[config.mk]
export PLATFORM = sky130hd
export DESIGN_NAME = operand_fetch
export DESIGN_NICKNAME = d
export VERILOG_FILES = /design/src/rtl/operand_fetch.sv
export SDC_FILE = /design/constraint.sdc
export NUM_CORES = 2
export LEC_CHECK = 0
export CAP_MARGIN = 20
export CORE_MARGIN = 1.5
export CORE_UTILIZATION = 55
export CTS_BUF_LIST = sky130_fd_sc_hd__clkbuf_16
export CTS_CLUSTER_DIAMETER = 200
export CTS_CLUSTER_SIZE = 12
export DETAILED_ROUTE_END_ITERATION = 12
export PLACE_DENSITY = 0.76
export SYNTH_ARGS = -nofsm -noshare
export SYNTH_HDL_FRONTEND = slang
export SYNTH_SLANG_ARGS = --single-unit
export TNS_END_PERCENT = 1
[constraint.sdc]
create_clock -name clk -period 3.7 [get_ports clk]
set_input_delay 0.925 -clock clk [delete_from_list [all_inputs] [get_ports clk]]
set_output_delay 0.925 -clock clk [all_outputs]
set_load 0.02 [all_outputs]
[src/rtl/operand_fetch.sv]
// operand_fetch: register-read/issue stage with writeback bypass and scoreboard stalls
// Owns the architectural regfile; presents a registered instruction_t to the ALU.
package operand_fetch_pkg;
    typedef struct packed {
        logic [3:0]  opcode;
        logic [4:0]  rd;
        logic [4:0]  rs1;
        logic [4:0]  rs2;
        logic [31:0] rs1_val;
        logic [31:0] rs2_val;
    } instruction_t;
endpackage

module operand_fetch
    import operand_fetch_pkg::*;
#(
    parameter int NUM_REGS    = 32,
    parameter int ZERO_REG    = 1,
    parameter int STALL_CNT_W = 16,
    localparam int RW         = $clog2(NUM_REGS)
) (
    input  logic                   clk,
    input  logic                   rst,
    input  logic                   in_valid,
    output logic                   in_ready,
    input  instruction_t           in_inst,
    input  logic                   wb_en,
    input  logic [RW-1:0]          wb_rd,
    input  logic [31:0]            wb_data,
    output logic                   out_valid,
    output instruction_t           out_inst,
    output logic [STALL_CNT_W-1:0] stall_cycles
);
    logic [31:0]            rf_q [NUM_REGS];
    logic [31:0]            rf_d [NUM_REGS];
    logic [NUM_REGS-1:0]    pending_q, pending_d;
    logic                   out_valid_q, out_valid_d;
    instruction_t           out_inst_q, out_inst_d;
    logic [STALL_CNT_W-1:0] stall_q, stall_d;
    logic [RW-1:0]          rs1, rs2, rd;
    logic                   z1, z2, zd, byp1, byp2, blk1, blk2, hazard, fire;
    logic [31:0]            v1, v2;

    function automatic logic is_zero(input logic [RW-1:0] r);
        return (ZERO_REG != 0) && (r == '0);
    endfunction

    always_comb begin
        rs1    = in_inst.rs1[RW-1:0];
        rs2    = in_inst.rs2[RW-1:0];
        rd     = in_inst.rd[RW-1:0];
        z1     = is_zero(rs1);
        z2     = is_zero(rs2);
        zd     = is_zero(rd);
        byp1   = wb_en && (wb_rd == rs1);
        byp2   = wb_en && (wb_rd == rs2);
        v1     = z1 ? 32'd0 : byp1 ? wb_data : rf_q[rs1];
        v2     = z2 ? 32'd0 : byp2 ? wb_data : rf_q[rs2];
        // A writeback landing this cycle resolves the hazard through the bypass
        blk1   = !z1 && pending_q[rs1] && !byp1;
        blk2   = !z2 && pending_q[rs2] && !byp2;
        hazard = in_valid && (blk1 || blk2);
        in_ready = !rst && !hazard;
        fire   = in_valid && in_ready;
        rf_d = rf_q;
        if (wb_en && !is_zero(wb_rd))
            rf_d[wb_rd] = wb_data;
        pending_d = pending_q;
        if (wb_en)
            pending_d[wb_rd] = 1'b0;
        if (fire && !zd)
            pending_d[rd] = 1'b1;
        out_valid_d = fire;
        out_inst_d  = '0;
        if (fire) begin
            out_inst_d         = in_inst;
            out_inst_d.rs1_val = v1;
            out_inst_d.rs2_val = v2;
        end
        stall_d = (in_valid && !in_ready && !rst && stall_q != '1) ? stall_q + STALL_CNT_W'(1) : stall_q;
    end

    always_ff @(posedge clk) begin
        if (rst) begin
            rf_q        <= '{default: '0};
            pending_q   <= '0;
            out_valid_q <= 1'b0;
            out_inst_q  <= '0;
            stall_q     <= '0;
        end else begin
            rf_q        <= rf_d;
            pending_q   <= pending_d;
            out_valid_q <= out_valid_d;
            out_inst_q  <= out_inst_d;
            stall_q     <= stall_d;
        end
    end

    assign out_valid    = out_valid_q;
    assign out_inst     = out_inst_q;
    assign stall_cycles = stall_q;
endmodule

# [After elaboration in Yosys (flattened, before gate mapping)]
# Index checks and enable logic that the tools add are counted.
[totals] regBits=1156 inputBits=124 output_inout_bits=101 wordCells=117
[op_classes] add_sub_neg=1 n_lt_le_gt_ge=10 eq_ne=3 mux=21 bitwise=7 n_reduce_logical=34
[op_table] cell="bitwise mux 1024 bit" n=1
[op_table] cell="binary-select mux 32 bit (select 5 bit)" n=2
[op_table] cell="2-to-1 mux 32 bit" n=9
[op_table] cell="demux 32 bit (select 5 bit)" n=1
[op_table] cell="AND 32 bit" n=1
[op_table] cell="NOT 32 bit" n=1
[op_table] cell="OR 32 bit" n=1
[op_table] cell="less-than comparator 5 x 6 -> 1 bit (second input constant)" n=4
[op_table] cell="zero test 5 bit" n=4
[op_table] cell="greater-or-equal comparator 6 bit (second input constant)" n=3
[op_table] cell="NOT 5 -> 6 bit" n=3
[op_table] cell="logical AND 1 bit" n=17
[op_table] cell="adder 16 x 1 -> 16 bit (second input constant)" n=1
[op_table] cell="!= test 16 bit (second input constant)" n=1
[op_table] cell="binary-select mux 1 bit (select 5 bit)" n=2
[op_table] cell="demux 1 bit (select 5 bit)" n=2
[op_table] cell="equality test 5 bit" n=2
[op_table] cell="greater-or-equal comparator 5 x 1 -> 1 bit (second input constant)" n=2
[op_table] cell="zero test 1 bit" n=9
[op_table] cell="less-than comparator 6 x 1 -> 1 bit (second input constant)" n=1
[op_table] cell="OR reduction 3 bit" n=2
[op_table] cell="2-to-1 mux 1 bit" n=4
[op_table] cell="OR reduction 2 bit" n=1
[op_table] cell="logical OR 1 bit" n=1
[op_table] cell="NOT 1 bit" n=1

# [Logic depth before layout (Yosys ltp)]
[depth] depth_word=12 ltp_mapped=12 ltp_nobuf=7

# [Worst setup path after synthesis]
# No wires, ideal clock.
[synth_path] path_kind="input port to output port" from="input in_inst[71] (netlist name)" to="output in_ready" t_arrival_ps=2935 required_ps=2775 slack_ps=-160 stages=10 n_path_buf=4 cell_sequence="buf_4 buf_6 mux2i_1 mux4_2 a222oi_1 nand3_1 buf_4 nand2_2 buf_4 a21oi_1"
[synth_between] elab_chain_len=8 elab_cells_between_ends=13 cone_classes="eq/ne (1); mux (2); reduce/logical (10)"
[synth_lines] item="start: declaration" line="26" text="input instruction_t in_inst,"
[synth_lines] item="binary-select mux 1 bit (select 5 bit), or another cell as far along" line="60" text="blk1 = !z1 && pending_q[rs1] && !byp1;"
[synth_lines] item="2-to-1 mux 1 bit (not written as such), or another cell as far along" line="60"
[synth_lines] item="logical AND 1 bit or zero test 1 bit (tied branches)" line="60"
[synth_lines] item="logical AND 1 bit (*)" line="60"
[synth_lines] item="logical OR 1 bit (*)" line="62" text="hazard = in_valid && (blk1 || blk2);"
[synth_lines] item="logical AND 1 bit (*)" line="62"
[synth_lines] item="zero test 1 bit (*)" line="63" text="in_ready = !rst && !hazard;"
[synth_lines] item="logical AND 1 bit (*)" line="63"
[synth_lines] item="end: declaration" line="25" text="output logic in_ready,"
# Every way passes the cells marked *; elsewhere a longest branch is shown, timed or not. The select of a mux whose other input is x is not followed.

# [Worst setup path after layout]
# Ends and elaborated chain as after synthesis.

==> out/results.tsv <==
metric	value	unit
status	finished, final reports clean	
post-route insts no fill	7801	
Routed WL per cell	28.18	µm
most frequent cell after synthesis	nand2_1	
met1 global-route usage	0.4894	
first-pass GRT wire length	320600	µm
launch point of the worst reg-to-reg path	pending_q[3]	
Seq/Total Area, Yosys	0.4036	
share of power burned in registers	0.506	
Final Skew	0.03442	ns
CP required	2.77	ns
largest fanout on the critical path	12	
Total Routing Usage GR	0.4018	
Total Wirelength	219800	µm
logic gate share of total power	0.097	
CTS clk-pin slew, worst paths	0.06	ns
R2R setup slack	0.80	ns
Syn Area/Cell	8.858	µm²
share of layout cells above drive strength 1	0.1755	
final setup fails	0	
Clock Tree Root	clkbuf_16	
# H-tree levels	3	
die area	0.1062	mm²
remaining antenna violation count	0	
Sink Count	1156	
GP Congestion	0.9677	
number of global-route vias before repair	51150	
boundary pin count	225	
Synthesized Nets	6599	
Final Cycle Share	0.9924	
vias per inst	6.861	
Psw	6.488	mW
Hold Path Cell Cnt	2	
final hold violations	0	
Syn. warnings	0	
Area Growth Syn to Fin	12.00	%
Post-CTS Hold Fix Bufs	0	
worst r2r dst	out_inst[32]	
Min-Delay Path Class	flip-flop to flip-flop	
met3 usage in global routing	0.1328	
count of unique library cells instantiated by Yosys	61	
largest net degree at the start of global routing	240	
hpwl dp	129900	µm
Die Span Y	325.9	µm
grt total ovfl	0	
Synth Register Bits	1156	
vias post-DR	53520	
Synth area leaders	dfxtp_1, mux4_2, nand2_1	
endpoint kind of the worst setup timing path	output port	
clk_lat worst skew	0.74	ns
cell internal pwr	18.44	mW
crit path launch type	primary input	
hold_sp	rf_q[689]	
CTS buffer count	106	
cells on worst reg2reg path	10	
core footprint	0.1035	mm²
port bufs	160	
Synth Instances	6474	
clock share of power	0.396	
cell taking the most area after synthesis	dfxtp_1	
DRC	0	
Synth top area share	0.4036	
First DRT Iteration DRCs	9455	
slew margin rel.	0.2334	
P_leak	21.20	nW
clk buf depth	3	
Fill cells	8332	
synthesized cell area	0.05734	mm²
kind of critical path	primary input to output port	
Initial Util	0.5541	
PD cells	388.2	mW/mm²
worst vdd ir	0.3643	mV
top_reg_cell synth	dfxtp_1	
width of the die	325.9	µm
Worst Hold End	rf_q[689]	
setup TNS	0	ns
met2 usage	0.5919	
synth cell count leaders	nand2_1, dfxtp_1, a21oi_1	
switch share	0.2602	
busiest grt layer	met2	
Crit path arrival time	2.75	ns
Post-synth EDFFs	0	
final max-slew violation count	0	
nets@finish	6537	
CTS tree	built	
Rows	118	
First-pass DRT Iterations	7	
worst-margin pin slew	1.150	ns
Final Critical Period	3.672	ns
Max Cap Viol	0	
initial antenna violation count	10	
asr flop ratio synth	0	
placed cell count	7678	
Max Freq	0.2723	GHz
[metrics by stage]
| stage | utilization | cell area [µm²] | total power [mW] | setup slack (ns) | hold WS, ns |
|---|---|---|---|---|---|
| final | 0.6205 | 64220 | 24.93 | 0.02795 | 0.4649 |
| after global placement | 0.5931 | 61380 | 15.18 | -0.5600 | 0.4480 |
| after floorplan | - | 57390 | 14.30 | -0.02055 | 0.4362 |
| after global routing | 0.6205 | 64220 | 25.46 | -0.006829 | 0.4798 |
| after detailed placement | 0.5931 | 61380 | 15.20 | -0.5097 | 0.4558 |
| after CTS | 0.6201 | 64180 | 24.80 | 0.01190 | 0.4644 |
[cell type report]
cell class	instances	area, µm²	area share
multi-input cells	4623	31740	0.4943
flip-flops and latches	1156	23140	0.3603
repair buffers	503	4743	0.07386
clock buffers	107	2678	0.04169
well taps	1380	1727	0.02688
inverters	22	93.84	0.001461
clock inverters	5	83.83	0.001305
diodes	5	12.51	0.0001948
[critical path: stages]
cell and delay (ns):
buf_4 0.18, mux2i_1 0.14, mux4_2 0.50, a222oi_1 0.48
nand3_2 0.19, nand2_4 0.11, a21oi_4 0.06, buf_6 0.16
[state kept, by name, summed over array words and instances, names as in the netlist]
name / count
out_valid: 1
out_inst: 83
pending_q: 32
rf_q: 1024
stall_cycles: 16
[per-layer routing]
layer,wire length [µm],vias to the layer above
li1,-,22360
met1,73500,25250
met2,93430,4602
met3,33640,1297
met4,19180,8
met5,55,-
[cell families after synthesis]
kind of cell	after synthesis	share of synthesized area
compound gates	1328	0.1264
xor+xnor	10	0.001527
fa+ha+maj	1	0.0002182
buf+inv	695	0.04962
flops	1156	0.4036
mux	744	0.2418
simple gates	2540	0.1769
[power by group through the flow]
stage / Clock [mW] / Sequential [mW] / Combinational (mW)
2_1_floorplan: 0 / 12.9 / 1.41
3_3_place_gp: 0 / 12.9 / 2.29
3_5_place_dp: 0 / 12.9 / 2.31
4_1_cts: 9.86 / 12.6 / 2.32
5_1_grt: 10.4 / 12.6 / 2.48
6_report: 9.88 / 12.6 / 2.43
[repair_timing]
item                       4_1_cts  5_1_grt
gates resized for setup          9        4
gates cloned                     0        0
buffers inserted                 4        2
pin swaps                        4        5
setup endpoints to repair        1        1
[worst max path at each step]
| stage | end | start | slack (ns) | depth (start not counted) |
|---|---|---|---|---|
| 2_1_floorplan | in_ready | in_inst[71] | -0.02 | 10 |
| 6_report | in_ready | in_inst[71] | 0.03 | 8 |
| 5_1_grt | in_ready | wb_rd[3] | -0.007 | 9 |
| 4_1_cts | in_ready | wb_rd[1] | 0.01 | 10 |
| 3_3_place_gp | in_ready | wb_rd[0] | -0.56 | 10 |
| 3_5_place_dp | in_ready | wb_rd[3] | -0.51 | 10 |
[layout by cell type (no fill, tap or decap), drive strengths merged, types with 4 or more instances in the layout]
cell and n:
a211oi 29, a21boi 4, a21oi 1057, a221oi 22, a31oi 7, a32oi 12, and2 7, and3 13
buf 353, clkbuf 107, clkdlybuf4s50 148, dfxtp 1156, diode 5, inv 24, mux2 59, mux2i 178
mux4 507, nand2 2136, nand2b 15, nand3 65, nand3b 33, nand4 14, nor2 144, nor2b 47
nor3 29, nor4 14, o211ai 23, o21ai 81, o221ai 24, o22ai 6, o31ai 31, o32a 12
o41ai 7, or2 9, xor2 8
Note: power is estimated with default switching activity, not from simulation.
